### config.mk
export PLATFORM = sky130hd
export DESIGN_NAME = td4_sequencer_flat
export DESIGN_NICKNAME = d
export VERILOG_FILES = /design/src/rtl/td4_sequencer_pkg.sv /design/src/rtl/td4_sequencer_if.sv /design/src/rtl/td4_sequencer_prescaler.sv /design/src/rtl/td4_sequencer.sv /design/src/flat_wrapper.sv
export SDC_FILE = /design/constraint.sdc
export NUM_CORES = 1
export LEC_CHECK = 0
export BUFFER_PORTS_ARGS = -buffer_cell sky130_fd_sc_hd__buf_2
export CAP_MARGIN = 20
export CORE_UTILIZATION = 45
export CTS_BUF_LIST = sky130_fd_sc_hd__clkbuf_16
export DETAILED_ROUTE_END_ITERATION = 6
export PLACE_DENSITY_LB_ADDON = 0.08
export SLEW_MARGIN = 25
export SYNTH_ARGS = -nofsm -noshare
export SYNTH_HDL_FRONTEND = slang
export SYNTH_HIERARCHICAL = 1
export SYNTH_SLANG_ARGS = --single-unit
export TNS_END_PERCENT = 10
### constraint.sdc
create_clock -name clk -period 1.64 [get_ports clk]
set_clock_uncertainty 0.1 [all_clocks]
set_input_delay 0.246 -clock clk [delete_from_list [all_inputs] [get_ports clk]]
set_output_delay 0.246 -clock clk [all_outputs]
set_load 0.005 [all_outputs]
### src/rtl/td4_sequencer_pkg.sv
// Shared types for the TD4 sequencer: architectural register file, ALU operation
// codes and sequencer states, plus the TD4 opcode decoder.
package td4_sequencer_pkg;

  typedef struct packed {
    logic [3:0] a;
    logic [3:0] b;
    logic [3:0] out;
    logic [3:0] pc;
    logic       carry;
  } regs_t;

  typedef enum logic [3:0] {
    ADD_A_IMM, MOV_A_B, IN_A, MOV_A_IMM, MOV_B_A, ADD_B_IMM,
    IN_B, MOV_B_IMM, OUT_B, OUT_IMM, JNC_IMM, JMP_IMM, INVALID
  } opecode_t;

  typedef enum logic [2:0] {IDLE, FETCH, DECODE, EXEC, FAULT} seq_state_t;

  // Codes 1000, 1010, 1100 and 1101 have no TD4 meaning.
  function automatic opecode_t decode_opecode(input logic [3:0] code);
    opecode_t op;
    case (code)
      4'b0000: op = ADD_A_IMM;
      4'b0001: op = MOV_A_B;
      4'b0010: op = IN_A;
      4'b0011: op = MOV_A_IMM;
      4'b0100: op = MOV_B_A;
      4'b0101: op = ADD_B_IMM;
      4'b0110: op = IN_B;
      4'b0111: op = MOV_B_IMM;
      4'b1001: op = OUT_B;
      4'b1011: op = OUT_IMM;
      4'b1110: op = JNC_IMM;
      4'b1111: op = JMP_IMM;
      default: op = INVALID;
    endcase
    return op;
  endfunction

endpackage

### src/rtl/td4_sequencer_if.sv
// Sequencer <-> combinational ALU bus: operation, operands and current state out,
// proposed next state back.
interface td4_sequencer_if;
  import td4_sequencer_pkg::*;

  opecode_t   alu_opecode;
  logic [3:0] alu_imm;
  logic [3:0] alu_in;
  regs_t      alu_cur;
  regs_t      alu_next;

  modport master (output alu_opecode, alu_imm, alu_in, alu_cur, input alu_next);
  modport slave  (input alu_opecode, alu_imm, alu_in, alu_cur, output alu_next);
endinterface

### src/rtl/td4_sequencer_prescaler.sv
// Free-running run-rate prescaler: tick is high on the last of every TICK_DIV cycles.
module td4_tick_prescaler #(
  parameter int TICK_DIV = 1
) (
  input  logic clk,
  input  logic rst,
  output logic tick
);
  localparam int CNT_W = (TICK_DIV > 1) ? $clog2(TICK_DIV) : 1;
  localparam logic [CNT_W-1:0] LAST = CNT_W'(TICK_DIV - 1);

  logic [CNT_W-1:0] cnt_reg;

  assign tick = (cnt_reg == LAST);

  always_ff @(posedge clk) begin
    if (rst || tick) cnt_reg <= '0;
    else             cnt_reg <= cnt_reg + 1'b1;
  end
endmodule

### src/rtl/td4_sequencer.sv
// TD4 fetch/decode/execute controller: owns the architectural registers, reads the
// registered program ROM and commits the external ALU's result once per instruction.
module td4_sequencer
  import td4_sequencer_pkg::*;
#(
  parameter int TICK_DIV = 1
) (
  input  logic                   clk,
  input  logic                   rst,
  input  logic                   run,
  input  logic                   step,
  output logic [3:0]             rom_addr,
  input  logic [7:0]             rom_data,
  input  logic [3:0]             in_port,
  td4_sequencer_if.master        alu,
  output logic [3:0]             out_port,
  output logic                   busy,
  output logic                   retire,
  output logic                   fault
);
  seq_state_t state_reg, state_next;
  regs_t      regs_reg;
  logic [7:0] instr_q;
  logic [3:0] in_q;
  logic       tick;

  td4_tick_prescaler #(.TICK_DIV(TICK_DIV)) u_prescaler (
    .clk  (clk),
    .rst  (rst),
    .tick (tick)
  );

  assign rom_addr = regs_reg.pc;
  assign out_port = regs_reg.out;

  always_ff @(posedge clk) begin
    if (rst) state_reg <= IDLE;
    else     state_reg <= state_next;
  end

  always_comb begin
    state_next      = state_reg;
    busy            = 1'b0;
    retire          = 1'b0;
    fault           = 1'b0;
    alu.alu_opecode = INVALID;
    alu.alu_imm     = '0;
    alu.alu_in      = '0;
    alu.alu_cur     = '0;
    case (state_reg)
      IDLE: begin
        if (step || (run && tick)) state_next = FETCH;
      end
      FETCH: begin
        busy       = 1'b1;
        state_next = DECODE;
      end
      // rom_data now holds the word addressed during FETCH
      DECODE: begin
        busy = 1'b1;
        if (decode_opecode(rom_data[7:4]) == INVALID) state_next = FAULT;
        else                                          state_next = EXEC;
      end
      EXEC: begin
        busy            = 1'b1;
        retire          = 1'b1;
        alu.alu_opecode = decode_opecode(instr_q[7:4]);
        alu.alu_imm     = instr_q[3:0];
        alu.alu_in      = in_q;
        alu.alu_cur     = regs_reg;
        state_next      = IDLE;
      end
      FAULT: begin
        fault = 1'b1;
      end
      default: state_next = IDLE;
    endcase
  end

  always_ff @(posedge clk) begin
    if (rst) begin
      regs_reg <= '0;
      instr_q  <= '0;
      in_q     <= '0;
    end else begin
      if (state_reg == DECODE) begin
        instr_q <= rom_data;
        in_q    <= in_port;
      end
      // the ALU owns pc increment, jumps and carry; commit its result verbatim
      if (retire) regs_reg <= alu.alu_next;
    end
  end
endmodule

### src/flat_wrapper.sv
// flat-port wrapper written by rule: the top's interface ports become plain ports
module td4_sequencer_flat import td4_sequencer_pkg::*;
#(
  parameter int TICK_DIV = 1
)
  (clk, rst, run, step, rom_addr, rom_data, in_port, out_port, busy, retire, fault, alu_alu_opecode, alu_alu_imm, alu_alu_in, alu_alu_cur, alu_alu_next);
  td4_sequencer_if alu_i ();
  input  logic clk;
  input  logic rst;
  input  logic run;
  input  logic step;
  output logic [3:0] rom_addr;
  input  logic [7:0] rom_data;
  input  logic [3:0] in_port;
  output logic [3:0] out_port;
  output logic busy;
  output logic retire;
  output logic fault;
  output wire logic [$bits(alu_i.alu_opecode)-1:0] alu_alu_opecode;
  output wire logic [$bits(alu_i.alu_imm)-1:0] alu_alu_imm;
  output wire logic [$bits(alu_i.alu_in)-1:0] alu_alu_in;
  output wire logic [$bits(alu_i.alu_cur)-1:0] alu_alu_cur;
  input wire logic [$bits(alu_i.alu_next)-1:0] alu_alu_next;
  assign alu_alu_opecode = alu_i.alu_opecode;
  assign alu_alu_imm = alu_i.alu_imm;
  assign alu_alu_in = alu_i.alu_in;
  assign alu_alu_cur = alu_i.alu_cur;
  assign alu_i.alu_next = alu_alu_next;
  td4_sequencer #(.TICK_DIV(TICK_DIV)) u_core (.clk(clk), .rst(rst), .run(run), .step(step), .rom_addr(rom_addr), .rom_data(rom_data), .in_port(in_port), .alu(alu_i), .out_port(out_port), .busy(busy), .retire(retire), .fault(fault));
endmodule
=== After elaboration in Yosys (flattened, before gate mapping) ===
Memories as Yosys holds them, arrays and structs flattened. A register that Yosys moved wholly into a read port is not among the register bits.
Index checks and enable logic that the tools add are counted.

* Add/subtract/negate cells: 1
* Eq/ne operators: 6
* Muxes and demuxes: 13
* Bitwise operators: 2
* Reductions and logical operators: 6

{| class="wikitable"
|+ Operator list
! operator !! count
|-
| $mux 4 || 6
|-
| $mux 17 || 1
|-
| $pmux 3 s4 || 1
|-
| $eq 3x2->1 const B || 2
|-
| $mux 3 || 2
|-
| $eq 4x4->1 const B || 1
|-
| $eq 3x1->1 const B || 1
|-
| $eq 3x3->1 const B || 1
|-
| $logic_not 3->1 || 1
|-
| $mux 1 || 3
|-
| $reduce_or 3->1 || 1
|-
| $logic_or 1x1->1 || 2
|-
| $ne 2x1->1 const B || 1
|-
| $not 1->1 || 2
|-
| $reduce_and 2->1 || 1
|-
| $add 1x1->1 const B || 1
|-
| $logic_and 1x1->1 || 1
|}

* Register bits after elaboration: 33
* ROM bits: 128
* Word-level logic and storage cells: 39
* Memories: 2

{| class="wikitable"
|+ Memory list
! name !! depth !! bits a word !! read ports !! clocked after memory_dff !! wr ports !! line !! source
|-
| (no name shown) || 16 || 4 || 1 || 0 || 0 || td4_sequencer_pkg.sv:23 || <nowiki>case (code)</nowiki>
|-
| (no name shown) || 16 || 4 || 1 || 1 || 0 || td4_sequencer_pkg.sv:23 ||
|}

=== Longest topological paths before layout ===
* Depth after elaboration: 5
* Mapped depth: 7
* Mapped depth without buffers: 4

=== Modules after synthesis ===
Netlist, hierarchy kept.

{| class="wikitable"
|+ Modules (own cells, without submodules)
! module !! times used !! cells an instance !! area each (µm²) !! seq. area each (µm²)
|-
| td4_sequencer || 1 || 210 || 1,671.6 || 720.7
|-
| td4_tick_prescaler || 1 || 3 || 27.5 || 20.0
|}

=== Worst setup path before layout ===
No wires, ideal clock.

* Kind: register to output
* Start point: register u_core.state_reg[2]
* End point: output alu_alu_cur[16]
* Arrival: 1.063 ns
* Required time: 1.294 ns
* Setup slack: 0.231 ns
* Stages on the path, launching flop included: 6
* Buffers on the path: 2
* Cell sequence: dfxtp_1 nand3b_4 inv_2 buf_6 buf_6 and2_1

* Word-level cells in the longest chain between the ends: 2

{| class="wikitable"
|+ RTL lines
! item !! line !! source
|-
| start, declared || td4_sequencer.sv:21 || <nowiki>seq_state_t state_reg, state_next;</nowiki>
|-
| start signal, assigned || td4_sequencer.sv:38 || <nowiki>else state_reg <= state_next;</nowiki>
|-
| $eq 3x2->1 || td4_sequencer.sv:50 || <nowiki>case (state_reg)</nowiki>
|-
| $mux 17 || td4_sequencer.sv:50 ||
|-
| end, declared || flat_wrapper.sv:22 || <nowiki>output wire logic [$bits(alu_i.alu_cur)-1:0] alu_alu_cur;</nowiki>
|}

No other way between the ends.

=== Worst setup path after layout ===
* Start point: register u_core.state_reg[2]
* End point: output alu_alu_cur[0]

Same word-level chain as after synthesis.

==> impl_results.md <==
- Worst Path Required: 1.29 ns
- Post-synth EDFFs: 0
- HP Class: input port to register
- Crit-path cells: nand3b_4 > inv_8 > clkbuf_16 > and2_1 > buf_2
- TritonCTS buffer count: 5
- DIE HEIGHT: between 60 and 70 um
- H-tree depth: 2
- Area contributors post-synth: dfxtp_1 44%, nand2_1 13%, and2_1 9.9%
- Main flop type after synthesis: dfxtp_1
- Hold slack: around 0.11 ns
- Sequential element share of the synthesized area: between 40% and 50%
- Total power draw: 2.06 mW
- Via Count: around 1,500
- Peak VDD IR: roughly 610 uV
- DIE AREA: roughly 4000 um2
- Family with the most delay on the worst path: buffers and inverters
- Distinct cells, synth: 27
- Initial Util: between 40% and 50%
- Post-Syn Instances: ~210
- Syn Nets: around 250
- CP arrival: roughly 1.3 ns
- Setup WS pre-CTS: 0.202 ns
- DIE WIDTH: 63.4 um
- Total power per unit cell area: 915 nW/um2
- Synth Register Bits: 37
- Period utilization: roughly 97%
- CP Class: register to output pin
- Initial antenna violation count: 0
- Max Cap Violations: 0
- Final setup violation count: 0
- Post-synth top cells: 59 x nand2_1, 37 x dfxtp_1, 33 x a21oi_1, 27 x and2_1, 10 x buf_4
- RSZ-0062 raised after global routing: true
- IO Port Bufs: between 70 and 80
- DR WL/cell: ~11 um
- DR vias/cell: around 4.7
- Share of synthesized registers carrying an async set or reset: 0%
- Final #Nets: around 320
- Largest area contributor in the netlist: dfxtp_1
- Crit end category: output pin
- Fin. max-slew vios: 0
- Final Non-Filler Cells: approximately 330
- Hold Fails Final Rpt: 0
- Most common cell in the netlist: nand2_1
- Clk_lat worst skew: between 0.2 and 0.3 ns
- Worst-path clk slew: around 0.050 ns
- Run status: finished clean
- Dpl cells: between 300 and 400
- Filler cell count: 325
- Mean Syn Cell Area: between 7 and 8 um2
- Root buffer cell: clkbuf_16
- Final worst slack: 0.0476 ns
- Sink Count: 37
- Residual DRC count: 0
- Final wirelength: ~3600 um
- Vias in the first global route: 1,395
- Max Clock Freq: 0.628 GHz
- Total track usage: a little under a fifth
- Gr ovfl total: 0
- Critical Path Slowest Stage Cell: dfxtp_2
- Share of cells above drive strength 1: a little over a third
- Core area: ~3500 um2
- N_diodes: 0
- Worst Path Max Fanout: 12
- Buf/Inv on CP: 3
- CTS tree: built
- Yosys top cell area share: a little over two fifths
- Yosys Warn Count: 6
- Num rows: 21
- DRT iter0 DRCs: 53
- Synthesized cell area: 1700 um2
- Startpoint types: register
- Antenna-violating nets left: 0
- Placer congestion estimate: 0.743
- Bufs on Longest Clock Path: 2
- Critical path's largest stage delay: around 0.32 ns
- Largest net degree at the start of global routing: 29
- First drt pass iteration count: 4
- Reg2Reg Setup Slack: around 0.23 ns
- First-pass GRT wire length: 5960 um
- Post-DP HPWL: roughly 2500 um
- Ports: 73
- Pleak: about 1.1 nW
- # hold bufs at CTS: 0
- Synth-to-layout area growth: 32.6%
- Minimum clock period: 1.59 ns
## cell type report
| cell class | instances | area (um2) | share of cell area (%) |
|---|---|---|---|
| clock inverter | 3 | 12.5 | 0.555 |
| inverter | 3 | 18.8 | 0.833 |
| sequential | 37 | 744 | 33.0 |
| timing repair buffer | 88 | 514 | 22.8 |
| clock buffer | 5 | 125 | 5.55 |
| multi-input combinational | 150 | 781 | 34.6 |
| tap | 46 | 57.6 | 2.55 |
## worst register-to-register path, delay by kind of cell (launching register included)
| kind | cells | cell delay [ns] |
|---|---|---|
| simple gates | 1 | 0.58 |
| flops | 1 | 0.35 |
| compound gates | 2 | 0.26 |
## layout by cell type (no fill, tap or decap), types with 3 or more instances in the layout
| cell type | n |
|---|---|
| buf_2 | 72 |
| nor2_1 | 3 |
| and2_1 | 25 |
| nand3_1 | 6 |
| buf_4 | 13 |
| nand2_1 | 59 |
| nand2b_1 | 6 |
| dfxtp_1 | 34 |
| a21oi_1 | 33 |
| dfxtp_2 | 3 |
| clkbuf_16 | 6 |
## what timing repair did
| item | in CTS | in global routing |
|---|---|---|
| hold endpoints to repair | 0 | 0 |
| gates cloned | 0 | 1 |
| endpoints found under the setup margin | 24 | 24 |
| buffers inserted | 0 | 6 |
| resized for setup | 4 | 5 |
| pin swaps | 0 | 0 |
## worst paths after layout
path | from | end | cells after the start
max reg2reg | u_core/state_reg[1] | register | 3
min | rom_data[1] | u_core/instr_q[1] | 3
min reg2reg | u_core/regs_reg[16] | u_core/regs_reg[16] | 2
max | u_core/state_reg[2] | alu_alu_cur[0] | 5
## layer usage
metal / wire, um / GRT usage [%]
met5: 0 / 0
met4: 10 / 5.11
met3: 200 / 4.53
met2: 1700 / 30.6
met1: 1720 / 23.2
## kinds of logic after synthesis
family / after synthesis / share of synthesized area [%]
and+or+nand+nor: 108 / 32.0
AOI/OAI and AO/OA: 40 / 12.9
DFF: 37 / 43.6
buffers and inverters: 26 / 10.8
muxes: 1 / 0.589
other: 1 / 0.221
## power breakdown
| part | internal, mW | switching [mW] |
|---|---|---|
| logic | 0.111 | 0.118 |
| registers | 0.940 | 0.0224 |
| clock network | 0.548 | 0.323 |
## per-stage QoR
step	TNS, ns	utilization (%)	instance area [um2]
finish	0	65.0	2250
global route	-0.0167	65.0	2250
CTS	0	62.6	2170
detailed placement	0	58.4	2030
global placement	0	58.4	2030
floorplan	0	-	1700
(Power assumes the default switching activity.)
